File: src/rtl/axis_pkt_arbiter_if.sv
// AXI4-Stream channel bundle shared by the arbiter inputs and output.
// master drives the payload and TVALID; slave drives TREADY.
interface axis_pkt_arbiter_if #(
    parameter int DATA_W = 32,
    parameter int USER_W = 32,
    parameter int STRB_W = 4
);
    logic [DATA_W-1:0] TDATA;
    logic [STRB_W-1:0] TSTRB;
    logic [USER_W-1:0] TUSER;
    logic              TLAST;
    logic              TVALID;
    logic              TREADY;

    modport master (
        output TDATA,
        output TSTRB,
        output TUSER,
        output TLAST,
        output TVALID,
        input  TREADY
    );

    modport slave (
        input  TDATA,
        input  TSTRB,
        input  TUSER,
        input  TLAST,
        input  TVALID,
        output TREADY
    );
endinterface

File: src/rtl/axis_pkt_arbiter.sv
// Two-input packet-granular round-robin AXIS arbiter with a registered
// one-entry output stage and per-input packet counters.
module axis_pkt_arbiter #(
    parameter int DATA_W = 32,
    parameter int USER_W = 32,
    parameter int STRB_W = 4,
    parameter int CNT_W  = 16
) (
    input  logic             ACLK,
    input  logic             ARESET,
    input  logic             ARB_EN,
    axis_pkt_arbiter_if.slave  s0_axis,
    axis_pkt_arbiter_if.slave  s1_axis,
    axis_pkt_arbiter_if.master m_axis,
    output logic [1:0]       GRANT,
    output logic [CNT_W-1:0] PKT_CNT0,
    output logic [CNT_W-1:0] PKT_CNT1
);

    typedef enum logic [1:0] {
        IDLE = 2'd0,
        OWN0 = 2'd1,
        OWN1 = 2'd2
    } state_e;

    state_e            state_q, state_d;
    logic              rr_q, rr_d;
    logic [CNT_W-1:0]  cnt0_q, cnt0_d;
    logic [CNT_W-1:0]  cnt1_q, cnt1_d;

    logic              ovalid_q, ovalid_d;
    logic [DATA_W-1:0] odata_q, odata_d;
    logic [STRB_W-1:0] ostrb_q, ostrb_d;
    logic [USER_W-1:0] ouser_q, ouser_d;
    logic              olast_q, olast_d;

    logic              stage_rdy;
    logic              acc0;
    logic              acc1;

    // The output register can take a beat if empty or draining this cycle.
    assign stage_rdy = !ovalid_q || m_axis.TREADY;

    assign s0_axis.TREADY = (state_q == OWN0) && stage_rdy;
    assign s1_axis.TREADY = (state_q == OWN1) && stage_rdy;

    assign acc0 = s0_axis.TVALID && s0_axis.TREADY;
    assign acc1 = s1_axis.TVALID && s1_axis.TREADY;

    always_comb begin
        state_d = state_q;
        rr_d    = rr_q;
        cnt0_d  = cnt0_q;
        cnt1_d  = cnt1_q;
        unique case (state_q)
            IDLE: begin
                if (ARB_EN) begin
                    if (s0_axis.TVALID && s1_axis.TVALID) begin
                        state_d = rr_q ? OWN1 : OWN0;
                    end else if (s0_axis.TVALID) begin
                        state_d = OWN0;
                    end else if (s1_axis.TVALID) begin
                        state_d = OWN1;
                    end
                end
            end
            OWN0: begin
                if (acc0 && s0_axis.TLAST) begin
                    state_d = IDLE;
                    rr_d    = 1'b1;
                    cnt0_d  = cnt0_q + CNT_W'(1);
                end
            end
            OWN1: begin
                if (acc1 && s1_axis.TLAST) begin
                    state_d = IDLE;
                    rr_d    = 1'b0;
                    cnt1_d  = cnt1_q + CNT_W'(1);
                end
            end
            default: begin
                state_d = IDLE;
            end
        endcase
    end

    // Loading a new beat wins over draining, so accept+drain keeps valid.
    always_comb begin
        ovalid_d = ovalid_q;
        odata_d  = odata_q;
        ostrb_d  = ostrb_q;
        ouser_d  = ouser_q;
        olast_d  = olast_q;
        if (acc0) begin
            ovalid_d = 1'b1;
            odata_d  = s0_axis.TDATA;
            ostrb_d  = s0_axis.TSTRB;
            ouser_d  = s0_axis.TUSER;
            olast_d  = s0_axis.TLAST;
        end else if (acc1) begin
            ovalid_d = 1'b1;
            odata_d  = s1_axis.TDATA;
            ostrb_d  = s1_axis.TSTRB;
            ouser_d  = s1_axis.TUSER;
            olast_d  = s1_axis.TLAST;
        end else if (m_axis.TREADY) begin
            ovalid_d = 1'b0;
        end
    end

    always_ff @(posedge ACLK or posedge ARESET) begin
        if (ARESET) begin
            state_q  <= IDLE;
            rr_q     <= 1'b0;
            cnt0_q   <= '0;
            cnt1_q   <= '0;
            ovalid_q <= 1'b0;
            odata_q  <= '0;
            ostrb_q  <= '0;
            ouser_q  <= '0;
            olast_q  <= 1'b0;
        end else begin
            state_q  <= state_d;
            rr_q     <= rr_d;
            cnt0_q   <= cnt0_d;
            cnt1_q   <= cnt1_d;
            ovalid_q <= ovalid_d;
            odata_q  <= odata_d;
            ostrb_q  <= ostrb_d;
            ouser_q  <= ouser_d;
            olast_q  <= olast_d;
        end
    end

    assign m_axis.TVALID = ovalid_q;
    assign m_axis.TDATA  = odata_q;
    assign m_axis.TSTRB  = ostrb_q;
    assign m_axis.TUSER  = ouser_q;
    assign m_axis.TLAST  = olast_q;

    assign GRANT    = {state_q == OWN1, state_q == OWN0};
    assign PKT_CNT0 = cnt0_q;
    assign PKT_CNT1 = cnt1_q;

endmodule

File: src/flat_wrapper.sv
// flat-port wrapper written by rule: the top's interface ports become plain ports
module axis_pkt_arbiter_flat 
#(
    parameter int DATA_W = 32,
    parameter int USER_W = 32,
    parameter int STRB_W = 4,
    parameter int CNT_W  = 16
)
  (ACLK, ARESET, ARB_EN, GRANT, PKT_CNT0, PKT_CNT1, s0_axis_TDATA, s0_axis_TSTRB, s0_axis_TUSER, s0_axis_TLAST, s0_axis_TVALID, s0_axis_TREADY, s1_axis_TDATA, s1_axis_TSTRB, s1_axis_TUSER, s1_axis_TLAST, s1_axis_TVALID, s1_axis_TREADY, m_axis_TDATA, m_axis_TSTRB, m_axis_TUSER, m_axis_TLAST, m_axis_TVALID, m_axis_TREADY);
  axis_pkt_arbiter_if #(.DATA_W(DATA_W), .USER_W(USER_W), .STRB_W(STRB_W)) s0_axis_i ();
  axis_pkt_arbiter_if #(.DATA_W(DATA_W), .USER_W(USER_W), .STRB_W(STRB_W)) s1_axis_i ();
  axis_pkt_arbiter_if #(.DATA_W(DATA_W), .USER_W(USER_W), .STRB_W(STRB_W)) m_axis_i ();
  input  logic ACLK;
  input  logic ARESET;
  input  logic ARB_EN;
  output logic [1:0] GRANT;
  output logic [CNT_W-1:0] PKT_CNT0;
  output logic [CNT_W-1:0] PKT_CNT1;
  input wire logic [$bits(s0_axis_i.TDATA)-1:0] s0_axis_TDATA;
  input wire logic [$bits(s0_axis_i.TSTRB)-1:0] s0_axis_TSTRB;
  input wire logic [$bits(s0_axis_i.TUSER)-1:0] s0_axis_TUSER;
  input wire logic [$bits(s0_axis_i.TLAST)-1:0] s0_axis_TLAST;
  input wire logic [$bits(s0_axis_i.TVALID)-1:0] s0_axis_TVALID;
  output wire logic [$bits(s0_axis_i.TREADY)-1:0] s0_axis_TREADY;
  input wire logic [$bits(s1_axis_i.TDATA)-1:0] s1_axis_TDATA;
  input wire logic [$bits(s1_axis_i.TSTRB)-1:0] s1_axis_TSTRB;
  input wire logic [$bits(s1_axis_i.TUSER)-1:0] s1_axis_TUSER;
  input wire logic [$bits(s1_axis_i.TLAST)-1:0] s1_axis_TLAST;
  input wire logic [$bits(s1_axis_i.TVALID)-1:0] s1_axis_TVALID;
  output wire logic [$bits(s1_axis_i.TREADY)-1:0] s1_axis_TREADY;
  output wire logic [$bits(m_axis_i.TDATA)-1:0] m_axis_TDATA;
  output wire logic [$bits(m_axis_i.TSTRB)-1:0] m_axis_TSTRB;
  output wire logic [$bits(m_axis_i.TUSER)-1:0] m_axis_TUSER;
  output wire logic [$bits(m_axis_i.TLAST)-1:0] m_axis_TLAST;
  output wire logic [$bits(m_axis_i.TVALID)-1:0] m_axis_TVALID;
  input wire logic [$bits(m_axis_i.TREADY)-1:0] m_axis_TREADY;
  assign s0_axis_i.TDATA = s0_axis_TDATA;
  assign s0_axis_i.TSTRB = s0_axis_TSTRB;
  assign s0_axis_i.TUSER = s0_axis_TUSER;
  assign s0_axis_i.TLAST = s0_axis_TLAST;
  assign s0_axis_i.TVALID = s0_axis_TVALID;
  assign s0_axis_TREADY = s0_axis_i.TREADY;
  assign s1_axis_i.TDATA = s1_axis_TDATA;
  assign s1_axis_i.TSTRB = s1_axis_TSTRB;
  assign s1_axis_i.TUSER = s1_axis_TUSER;
  assign s1_axis_i.TLAST = s1_axis_TLAST;
  assign s1_axis_i.TVALID = s1_axis_TVALID;
  assign s1_axis_TREADY = s1_axis_i.TREADY;
  assign m_axis_TDATA = m_axis_i.TDATA;
  assign m_axis_TSTRB = m_axis_i.TSTRB;
  assign m_axis_TUSER = m_axis_i.TUSER;
  assign m_axis_TLAST = m_axis_i.TLAST;
  assign m_axis_TVALID = m_axis_i.TVALID;
  assign m_axis_i.TREADY = m_axis_TREADY;
  axis_pkt_arbiter #(.DATA_W(DATA_W), .USER_W(USER_W), .STRB_W(STRB_W), .CNT_W(CNT_W)) u_core (.ACLK(ACLK), .ARESET(ARESET), .ARB_EN(ARB_EN), .s0_axis(s0_axis_i), .s1_axis(s1_axis_i), .m_axis(m_axis_i), .GRANT(GRANT), .PKT_CNT0(PKT_CNT0), .PKT_CNT1(PKT_CNT1));
endmodule
File: config.mk
export PLATFORM = sky130hd
export DESIGN_NAME = axis_pkt_arbiter_flat
export DESIGN_NICKNAME = d
export VERILOG_FILES = /design/src/rtl/axis_pkt_arbiter_if.sv /design/src/rtl/axis_pkt_arbiter.sv /design/src/flat_wrapper.sv
export SDC_FILE = /design/constraint.sdc
export NUM_CORES = 1
export LEC_CHECK = 0
export ABC_CLOCK_PERIOD_IN_PS = 9500
export CAP_MARGIN = 15
export CORE_MARGIN = 2
export CORE_UTILIZATION = 41
export CTS_CLUSTER_SIZE = 20
export DETAILED_ROUTE_END_ITERATION = 10
export HOLD_SLACK_MARGIN = 0.12
export PLACE_DENSITY = 0.82
export SYNTH_ARGS = -nofsm -noshare
export SYNTH_HDL_FRONTEND = slang
export SYNTH_SLANG_ARGS = --single-unit
File: constraint.sdc
create_clock -name ACLK -period 9.5 [get_ports ACLK]
set_clock_uncertainty 0.1 [all_clocks]
set_input_delay 1.9 -clock ACLK [delete_from_list [all_inputs] [get_ports ACLK]]
set_output_delay 1.9 -clock ACLK [all_outputs]
set_load 0.05 [all_outputs]
==> summary.md, run 1 <==
| Metric | Value |
|---|---|
| GR met3 Demand/Resource | `5.508%` |
| Critical Path AT | `3.55 ns` |
| Internal | `0.001395 W` |
| Wirelength per Cell | `16.49 µm` |
| Top cell by count, worst path | `clkdlybuf4s50_1` |
| First-pass GRT wire length | `22390 µm` |
| Worst Hold Class | `flip-flop to flip-flop` |
| Max-cap violations | `0` |
| Critical path's slowest cell | `clkdlybuf4s50_1` |
| Final core occ | `67.75%` |
| Crit path launch type | `input port` |
| Max incr delay on CP | `0.72 ns` |
| CP max FO | `6` |
| Pin count of the biggest net entering global routing | `102` |
| Comb pwr share | `55.6%` |
| Grt peak-use layer | `met2` |
| Worst setup EP type | `primary output` |
| GPL Wtd Cong | `0.8966` |
| Die area | `12650 µm²` |
| Crit Path Class | `input port to primary output` |
| Clock-pin slew on the worst setup and hold paths | `0.07 ns` |
| Final ANT Viol Nets | `0` |
| Met2 usage | `38.63%` |
| Final min period | `5.550 ns` |
| Post-synth EDFFs | `0` |
| Commonest cells after routing, fill and taps aside | `249 x clkdlybuf4s50_1, 105 x dfrtp_1, 83 x nand2_1` |
| Antenna violations before repair | `0` |
| Resized cells post-CTS | `0` |
| Hold_buf cts | `0` |
| Max-slew violation count | `0` |
| Core area | `11470 µm²` |
| IO buf count | `249` |
| Row cnt | `39` |
| Critical hold path startpoint | `u_core.PKT_CNT0[15]` |
| Post-synth cell types | `29` |
| Run status | `finished clean` |
| Final #Nets | `847` |
| Worst-Skew Late Latency | `0.33 ns` |
| Syn_nets | `609` |
| RSZ-0062 raised after global routing | `no` |
| Synth Flop Type | `dfrtp_1` |
| Worst-Margin Slew | `0.9473 ns` |
| Die W | `112.5 µm` |
| Worst path bufs/invs | `2` |
| Tcrit/Tclk final | `58.42%` |
| Number of global-route vias before repair | `4409` |
| Post-Route WL | `13950 µm` |
| Switching Share | `46.18%` |
| Synth Instances | `460` |
| Number of antenna cells inserted | `0` |
| Pwr Density | `333.7 nW/µm²` |
| Commonest non-fill, non-tap cell in the layout | `clkdlybuf4s50_1` |
| Leakage | `3.146 nW` |
| CTS tree | `built` |
| Grt met1 use | `25.85%` |
| DP HPWL | `10340 µm` |
| Seq pwr share | `28.0%` |
| Register area share after synthesis | `54.49%` |
| Hold Vio Cnt, Final | `0` |
| Iter 0 DRT Violations | `182` |
| CTS H-tree lvls | `3` |
| Postcts setup bufs | `0` |
| WP data required | `7.50 ns` |
| Final setup TNS | `0 ns` |
| Initial core utilization | `42.05%` |
| Crit-path leading delay family | `buffers and inverters` |
| Synth Register Bits | `105` |
| Clk sinks | `105` |
| CTS Buffer Depth | `2` |
| Top-Level Pins | `250` |
| Final Setup Violations | `0` |
| CP startpoint | `m_axis_TREADY` |
| Psw | `0.001197 W` |
| Via count | `4338` |
| Slew margin rel. | `36.85%` |
| Fmax | `0.1802 GHz` |
| Crit path cell chain | `clkdlybuf4s50_1, nor2b_1, nor2_1, clkdlybuf4s50_1` |
| Root buffer cell | `clkbuf_16` |
| Gr ovfl total | `0` |
| Via density | `5.128` |
| Synth warn | `0` |
| Ys async rst share | `100.0%` |
| Max VDD drop | `0.2014 mV` |
| Num CTS Buffers | `9` |
| Share of layout cells above drive strength 1 | `3.272%` |
| Synth-to-layout area growth | `61.11%` |
| First-pass DRT Iterations | `4` |
| All-Layer GR Usage | `21.88%` |
| Mean Syn Cell Area | `10.48 µm²` |
| FF-to-FF Start | `u_core.state_q[0]` |
| Post-synthesis cell area | `4822 µm²` |
| Clock power share | `16.4%` |
| DRC violations left | `0` |
| Die height | `112.5 µm` |
## kinds of logic (layout without fill, tap and decap cells)
logic type                 Yosys count  count (layout)  synth area share [%]
xor gates and xnor gates            30              30                 5.449
and+or+nand+nor                    139             139                 12.71
buffers and inverters               34             277                 2.932
muxes                               73              73                 15.20
adders and majority gates            5               5                 1.297
AOI/OAI and AO/OA                   74              74                 7.914
DFF                                105             105                 54.49
## metal layers
metal / up-vias / part of all wire [%]
met3: 25 / 7.3
met2: 188 / 51
met5: - / 0
met1: 2071 / 40
met4: 0 / 2.3
li1: 2054 / -
## through the flow
step	setup slack (ns)	area, µm²	total power, W	hold slack, ns	cells
floorplan	4.739	4822	0.001665	0.3690	460
global placement	3.968	7423	0.002147	0.3555	830
detailed placement	3.964	7423	0.002181	0.3646	830
CTS	3.959	7769	0.002613	0.3788	846
global route	3.883	7769	0.002715	0.4060	846
finish	3.950	7769	0.002592	0.3766	846
## synthesized netlist by cell type (2+ instances only)
master | count | share of area [%]
dfrtp_1 | 105 | 54
nand2_1 | 83 | 6.5
mux2i_1 | 71 | 15
o21ai_1 | 69 | 7.2
xor2_1 | 21 | 3.8
nand3_1 | 13 | 1.3
clkbuf_1 | 12 | 0.93
buf_2 | 10 | 1.0
nor2_1 | 10 | 0.78
nor4_1 | 9 | 1.2
xnor2_1 | 9 | 1.6
inv_1 | 8 | 0.62
nor3_1 | 8 | 0.83
ha_1 | 5 | 1.3
nand4_1 | 4 | 0.52
or3_1 | 4 | 0.52
nand2b_1 | 3 | 0.39
and3_1 | 2 | 0.26
buf_1 | 2 | 0.16
mux2_2 | 2 | 0.47
o31ai_1 | 2 | 0.31
## cell type report
class | instances | area [µm²]
tap | 143 | 178.9
clock inverter | 5 | 102.6
inverter | 9 | 36.28
multi-input combinational | 321 | 2066
clock buffer | 11 | 242.7
fill | 885 | 3699
sequential | 105 | 2628
timing repair buffer | 252 | 2515
## power by group through the flow
stage | sequential [W] | combinational, W | clock [W]
5_1_grt | 0.000749 | 0.00151 | 0.000453
3_5_place_dp | 0.000730 | 0.00145 | 0
6_report | 0.000726 | 0.00144 | 0.000426
4_1_cts | 0.000726 | 0.00145 | 0.000434
2_1_floorplan | 0.00130 | 0.000368 | 0
3_3_place_gp | 0.000724 | 0.00142 | 0
## worst paths after layout
kind | end | slack (ns) | depth (start not counted)
min in group asynchronous | u_core.PKT_CNT0[9] | 1.87 | 2
min reg2reg | u_core.PKT_CNT0[15] | 0.38 | 1
max | s0_axis_TREADY | 3.95 | 4
min | u_core.PKT_CNT0[15] | 0.38 | 1
max reg2reg | u_core.m_axis.TSTRB[1] | 6.33 | 7
max in group asynchronous | u_core.PKT_CNT1[11] | 6.24 | 3
## registers in the layout (all words and copies together), names as in the netlist
signal,count
u_core.m_axis.TSTRB,4
u_core.m_axis.TVALID,1
u_core.m_axis.TLAST,1
u_core.rr_q,1
u_core.PKT_CNT1,16
u_core.m_axis.TDATA,32
u_core.state_q,2
u_core.PKT_CNT0,16
u_core.m_axis.TUSER,32
(Power assumes the default switching activity.)
==> inputs of run 2 (changes only) <==
--- a/config.mk
+++ b/config.mk
@@ -5,14 +5,14 @@
 export SDC_FILE = /design/constraint.sdc
 export NUM_CORES = 1
 export LEC_CHECK = 0
-export ABC_CLOCK_PERIOD_IN_PS = 9500
+export ABC_CLOCK_PERIOD_IN_PS = 4890
 export CAP_MARGIN = 15
 export CORE_MARGIN = 2
-export CORE_UTILIZATION = 41
+export CORE_UTILIZATION = 36
 export CTS_CLUSTER_SIZE = 20
 export DETAILED_ROUTE_END_ITERATION = 10
 export HOLD_SLACK_MARGIN = 0.12
-export PLACE_DENSITY = 0.82
+export PLACE_DENSITY = 0.76
 export SYNTH_ARGS = -nofsm -noshare
 export SYNTH_HDL_FRONTEND = slang
 export SYNTH_SLANG_ARGS = --single-unit
==> constraint.sdc (replaced) <==
create_clock -name ACLK -period 4.89 [get_ports ACLK]
set_clock_uncertainty 0.1 [all_clocks]
set_input_delay 0.978 -clock ACLK [delete_from_list [all_inputs] [get_ports ACLK]]
set_output_delay 0.978 -clock ACLK [all_outputs]
set_load 0.05 [all_outputs]
==> run 2 against run 1 <==
Via count shrank 1.5%. Routed wire length decreased by 1.2%. Sequential cell count unchanged. Design area is 0.19% higher. Non-clock buffer count unchanged. Register-to-register slack lost 3.7 ns. Core utilization fell by 8.5 points. Sequential power up 94%. Die area is 13% higher. Clock-buffer cell count up 3. Final cell count up 3.9%. Combinational power grew 94%. Critical path type unchanged. Highest routed layer unchanged.
==> summary.md, run 2 (synthesized netlist as in run 1, its figures left out) <==
| Metric | Value |
|---|---|
| Run status | `finished clean` |
| CP max FO | `5` |
| CP Capture Point | `s1_axis_TREADY` |
| Via density | `4.859` |
| Final #Nets | `847` |
| Initial core utilization | `36.70%` |
| Wirelength per Cell | `15.68 µm` |
| GPL Wtd Cong | `0.8429` |
| Synth-to-layout area growth | `61.42%` |
| Core area | `13140 µm²` |
| Final setup TNS | `0 ns` |
| Commonest cells after routing, fill and taps aside | `249 x clkdlybuf4s50_1, 105 x dfrtp_1, 83 x nand2_1` |
| Slew margin rel. | `36.59%` |
| Crit path launch type | `input port` |
| R2r setup slk | `2.60 ns` |
| Hold_buf cts | `0` |
| Final Setup Violations | `0` |
| WP data required | `3.81 ns` |
| CP startpoint | `m_axis_TREADY` |
| Antenna violations before repair | `0` |
| Critical Path AT | `2.63 ns` |
| Area of the multi-input gates | `2066 µm²` |
| Die W | `119.7 µm` |
| Final min period | `3.713 ns` |
| FF-to-FF Start | `u_core.state_q[1]` |
| Final WS setup | `1.177 ns` |
| Postcts setup bufs | `0` |
| Number of global-route vias before repair | `4329` |
| Gr ovfl total | `0` |
| Resized cells post-CTS | `0` |
| Number of antenna cells inserted | `0` |
| Row cnt | `42` |
| CTS H-tree lvls | `3` |
| Worst-Margin Slew | `0.9512 ns` |
| All-Layer GR Usage | `19.26%` |
| Iter 0 DRT Violations | `305` |
| Top-Level Pins | `250` |
| Clk sinks | `105` |
| Via count | `4271` |
| Max VDD drop | `0.3428 mV` |
| RSZ-0062 raised after global routing | `no` |
| First-pass DRT Iterations | `4` |
| Final ANT Viol Nets | `0` |
| R2r worst-path depth | `5` |
| CTS tree | `built` |
| Num CTS Buffers | `9` |
| DRC violations left | `0` |
| Hold Vio Cnt, Final | `0` |
| Share of layout cells above drive strength 1 | `3.272%` |
| Post-Route WL | `13780 µm` |
| Final core occ | `59.25%` |
| Pin count of the biggest net entering global routing | `91` |
| IO buf count | `249` |
| Crit Path Class | `input port to primary output` |
| DP HPWL | `10110 µm` |
| Commonest non-fill, non-tap cell in the layout | `clkdlybuf4s50_1` |
| Worst-Skew Late Latency | `0.34 ns` |
| Max-cap violations | `0` |
| Filler instances | `1117` |
| Finished Cell Area | `7784 µm²` |
| Die height | `119.7 µm` |
| Die area | `14340 µm²` |
| Fmax | `0.2693 GHz` |
| Root buffer cell | `clkbuf_16` |
| CTS Buffer Depth | `2` |
| Max-slew violation count | `0` |
| Pwr Density | `631.8 nW/µm²` |
| R2R Path End | `u_core.PKT_CNT0[13]` |
| Sequential cell area | `2628 µm²` |
| Clock-pin slew on the worst setup and hold paths | `0.07 ns` |
| Worst setup EP type | `primary output` |
| First-pass GRT wire length | `21940 µm` |
| Tcrit/Tclk final | `75.93%` |
| Leakage | `3.135 nW` |
| Area of placed instances | `7490 µm²` |
| Worst Hold Class | `flip-flop to flip-flop` |
| Worst slack at placement | `1.181 ns` |
## run 2: changes by cell type in the layout (fill, tap and decap cells not counted)
cell        previous run  this run
clkinv_2               1         2
buf_12                 0         2
bufinv_16              3         0
clkbuf_8               1         4
clkinvlp_4             1         0
buf_4                  3         1
## run 2: metal layers
metal,up-vias,wire [µm],track usage [%]
li1,2057,-,-
met1,2009,5763,24.23
met4,0,279,7.059
met5,-,0,0
met3,18,1099,5.276
met2,187,6639,31.79
## run 2: report_power, final
group / leakage, nW / internal, W / switching (W)
registers: 1.30 / 0.00121 / 0.000207
logic: 1.69 / 0.000997 / 0.00180
clock network: 0.149 / 0.000400 / 0.000309
total: 3.13 / 0.00260 / 0.00232
## run 2: through the flow
step	hold WS, ns	std cells	power [W]
4_1_cts	0.3753	879	0.004965
2_1_floorplan	0.3690	460	0.003234
3_5_place_dp	0.3664	863	0.004240
3_3_place_gp	0.3609	863	0.004187
6_report	0.3719	879	0.004918
5_1_grt	0.3951	879	0.005162
## run 2: worst min path at each step
stage                         from                  end  slack, ns  depth (start not counted)
6_report       u_core.PKT_CNT0[15]  u_core.PKT_CNT0[15]       0.37                          1
2_1_floorplan          u_core.rr_q          u_core.rr_q       0.37                          2
3_3_place_gp   u_core.PKT_CNT0[15]  u_core.PKT_CNT0[15]       0.36                          1
4_1_cts        u_core.PKT_CNT1[15]  u_core.PKT_CNT1[15]       0.38                          1
3_5_place_dp   u_core.PKT_CNT1[15]  u_core.PKT_CNT1[15]       0.37                          1
5_1_grt        u_core.PKT_CNT0[15]  u_core.PKT_CNT0[15]       0.40                          1
## run 2: cell type report
cell class / instances / area share (%)
Clock buffer: 14 / 3.649
Clock inverter: 2 / 0.1286
Inverter: 9 / 0.4662
Multi-Input combinational cell: 321 / 26.54
Sequential cell: 105 / 33.76
Tap cell: 176 / 2.829
Timing Repair Buffer: 252 / 32.63
## run 2: critical path, cell delays in order
cell             delay [ns]
clkdlybuf4s50_1        0.48
nand2b_1               0.22
and2_1                 0.16
clkdlybuf4s50_1        0.79
==> inputs of run 3 (changes only) <==
--- a/config.mk
+++ b/config.mk
@@ -5,14 +5,14 @@
 export SDC_FILE = /design/constraint.sdc
 export NUM_CORES = 1
 export LEC_CHECK = 0
-export ABC_CLOCK_PERIOD_IN_PS = 4890
+export ABC_CLOCK_PERIOD_IN_PS = 3600
 export CAP_MARGIN = 15
 export CORE_MARGIN = 2
-export CORE_UTILIZATION = 36
+export CORE_UTILIZATION = 40
 export CTS_CLUSTER_SIZE = 20
 export DETAILED_ROUTE_END_ITERATION = 10
 export HOLD_SLACK_MARGIN = 0.12
-export PLACE_DENSITY = 0.76
+export PLACE_DENSITY = 0.8
 export SYNTH_ARGS = -nofsm -noshare
 export SYNTH_HDL_FRONTEND = slang
 export SYNTH_SLANG_ARGS = --single-unit
==> constraint.sdc (replaced) <==
create_clock -name ACLK -period 3.6 [get_ports ACLK]
set_clock_uncertainty 0.1 [all_clocks]
set_input_delay 0.72 -clock ACLK [delete_from_list [all_inputs] [get_ports ACLK]]
set_output_delay 0.72 -clock ACLK [all_outputs]
set_load 0.05 [all_outputs]
==> run 3 against run 2 <==
Critical path depth did not move. Via count is essentially flat. Clock power is 39% higher. First-iteration DRC count fell by 47%. Sequential cell count unchanged. Die area is 9.7% lower. Total power rose by 36%. Highest routed layer unchanged. Global-route usage up 1.9 points. Clock-buffer cell count shrank 1. Worst hold slack worse by 0.00091 ns. Design area is essentially flat.
==> summary.md, run 3 (synthesized netlist as in run 1, its figures left out) <==
| Metric | Value |
|---|---|
| Worst-Skew Late Latency | `0.33 ns` |
| Tcrit/Tclk final | `89.15%` |
| Filler instances | `960` |
| Via count | `4269` |
| Pin count of the biggest net entering global routing | `88` |
| CTS Buffer Depth | `2` |
| IO buf count | `249` |
| Die height | `113.8 µm` |
| Hold_buf cts | `0` |
| Final setup TNS | `0 ns` |
| CTS tree | `built` |
| Comb pwr share | `56.9%` |
| Share of layout cells above drive strength 1 | `3.404%` |
| Synth-to-layout area growth | `61.47%` |
| Worst-Margin Slew | `0.6448 ns` |
| Commonest cells after routing, fill and taps aside | `249 x clkdlybuf4s50_1, 105 x dfrtp_1, 83 x nand2_1` |
| Leakage | `3.148 nW` |
| Seq pwr share | `28.4%` |
| GPL Wtd Cong | `0.8133` |
| Resized cells post-CTS | `0` |
| RSZ-0062 raised after global routing | `no` |
| Fmax | `0.3116 GHz` |
| All-Layer GR Usage | `21.13%` |
| Area of placed instances | `7488 µm²` |
| Power, Total | `0.006704 W` |
| Psw | `0.003131 W` |
| CTS H-tree lvls | `3` |
| DP HPWL | `10290 µm` |
| Num CTS Buffers | `9` |
| DRC violations left | `0` |
| Initial core utilization | `40.48%` |
| CP max FO | `5` |
| Number of global-route vias before repair | `4345` |
| Number of antenna cells inserted | `0` |
| Hold Vio Cnt, Final | `0` |
| Antenna violations before repair | `0` |
| Die W | `113.8 µm` |
| Final min period | `3.209 ns` |
| Via density | `5.011` |
| Clock-pin slew on the worst setup and hold paths | `0.07 ns` |
| Worst setup EP type | `primary output` |
| Finished Cell Area | `7786 µm²` |
| Commonest non-fill, non-tap cell in the layout | `clkdlybuf4s50_1` |
| Switching Share | `46.70%` |
| WP data required | `2.78 ns` |
| Placed instance count | `837` |
| Max VDD drop | `0.4774 mV` |
| Crit path launch type | `input port` |
| Clock power share | `14.7%` |
| Final #Nets | `850` |
| Postcts setup bufs | `0` |
| Pwr Density | `861.1 nW/µm²` |
| Gr ovfl total | `0` |
| Max-cap violations | `0` |
| Final Setup Violations | `0` |
| Post-Route WL | `13670 µm` |
| Top-Level Pins | `250` |
| Crit Path Class | `input port to primary output` |
| Internal | `0.003573 W` |
| Final ANT Viol Nets | `0` |
| Die area | `12950 µm²` |
| Clk sinks | `105` |
| Slew margin rel. | `57.01%` |
| Core area | `11910 µm²` |
| First-pass DRT Iterations | `5` |
| Post-route insts no fill | `852` |
| Root buffer cell | `clkbuf_16` |
| First-pass GRT wire length | `21570 µm` |
| Wirelength per Cell | `16.05 µm` |
| Max-slew violation count | `0` |
| Critical Path AT | `2.39 ns` |
| Row cnt | `40` |
| Worst Hold Class | `flip-flop to flip-flop` |
| Run status | `finished clean` |
| Iter 0 DRT Violations | `162` |
run 3: per-stage QoR:
stage	setup WS (ns)	util (%)	hold WS (ns)
after floorplan	0.01946	-	0.3690
after CTS	0.3970	65.37	0.3726
after global routing	0.3391	65.37	0.3994
final	0.3906	65.37	0.3709
after detailed placement	0.4098	62.87	0.3619
after global placement	0.3970	62.87	0.3578
run 3: cell type report:
type                            count  area, µm²  area share [%]
Multi-Input combinational cell    321       2066           26.53
Timing Repair Buffer              255       2575           33.07
Clock buffer                       13      260.3           3.342
Clock inverter                      2      37.54          0.4821
Inverter                            9      36.28          0.4660
Sequential cell                   105       2628           33.75
Tap cell                          147      183.9           2.362
run 3: metal layers:
layer	vias to the layer above	part of all wire (%)	global-route usage [%]
met1	2004	40	24.83
met5	-	0	0
met3	28	7.1	5.154
met4	0	2.8	9.024
met2	183	50	36.97
li1	2054	-	-
run 3: critical path, stage by stage:
cell and delay, ns:
clkdlybuf4s50_1 0.48, nand2b_1 0.21, and2_1 0.16, clkdlybuf4s50_1 0.81
run 3: worst paths after layout:
check                                    start                     end  slack (ns)  depth (start not counted)
min in group asynchronous               ARESET  u_core.m_axis.TDATA[6]        0.73                          2
max                              m_axis_TREADY          s1_axis_TREADY        0.39                          4
min reg2reg                u_core.PKT_CNT1[15]     u_core.PKT_CNT1[15]        0.37                          1
max in group asynchronous               ARESET  u_core.m_axis.TUSER[2]        1.96                          3
max reg2reg                  u_core.state_q[0]     u_core.PKT_CNT1[14]        1.42                          6
min                        u_core.PKT_CNT1[15]     u_core.PKT_CNT1[15]        0.37                          1
run 3: power by group through the flow:
stage | combinational [W] | sequential (W) | clock, W
floorplan | 0.000972 | 0.00342 | 0
finish | 0.00381 | 0.00190 | 0.000986
global placement | 0.00378 | 0.00190 | 0
detailed placement | 0.00384 | 0.00192 | 0
global route | 0.00402 | 0.00197 | 0.00105
CTS | 0.00385 | 0.00191 | 0.00101
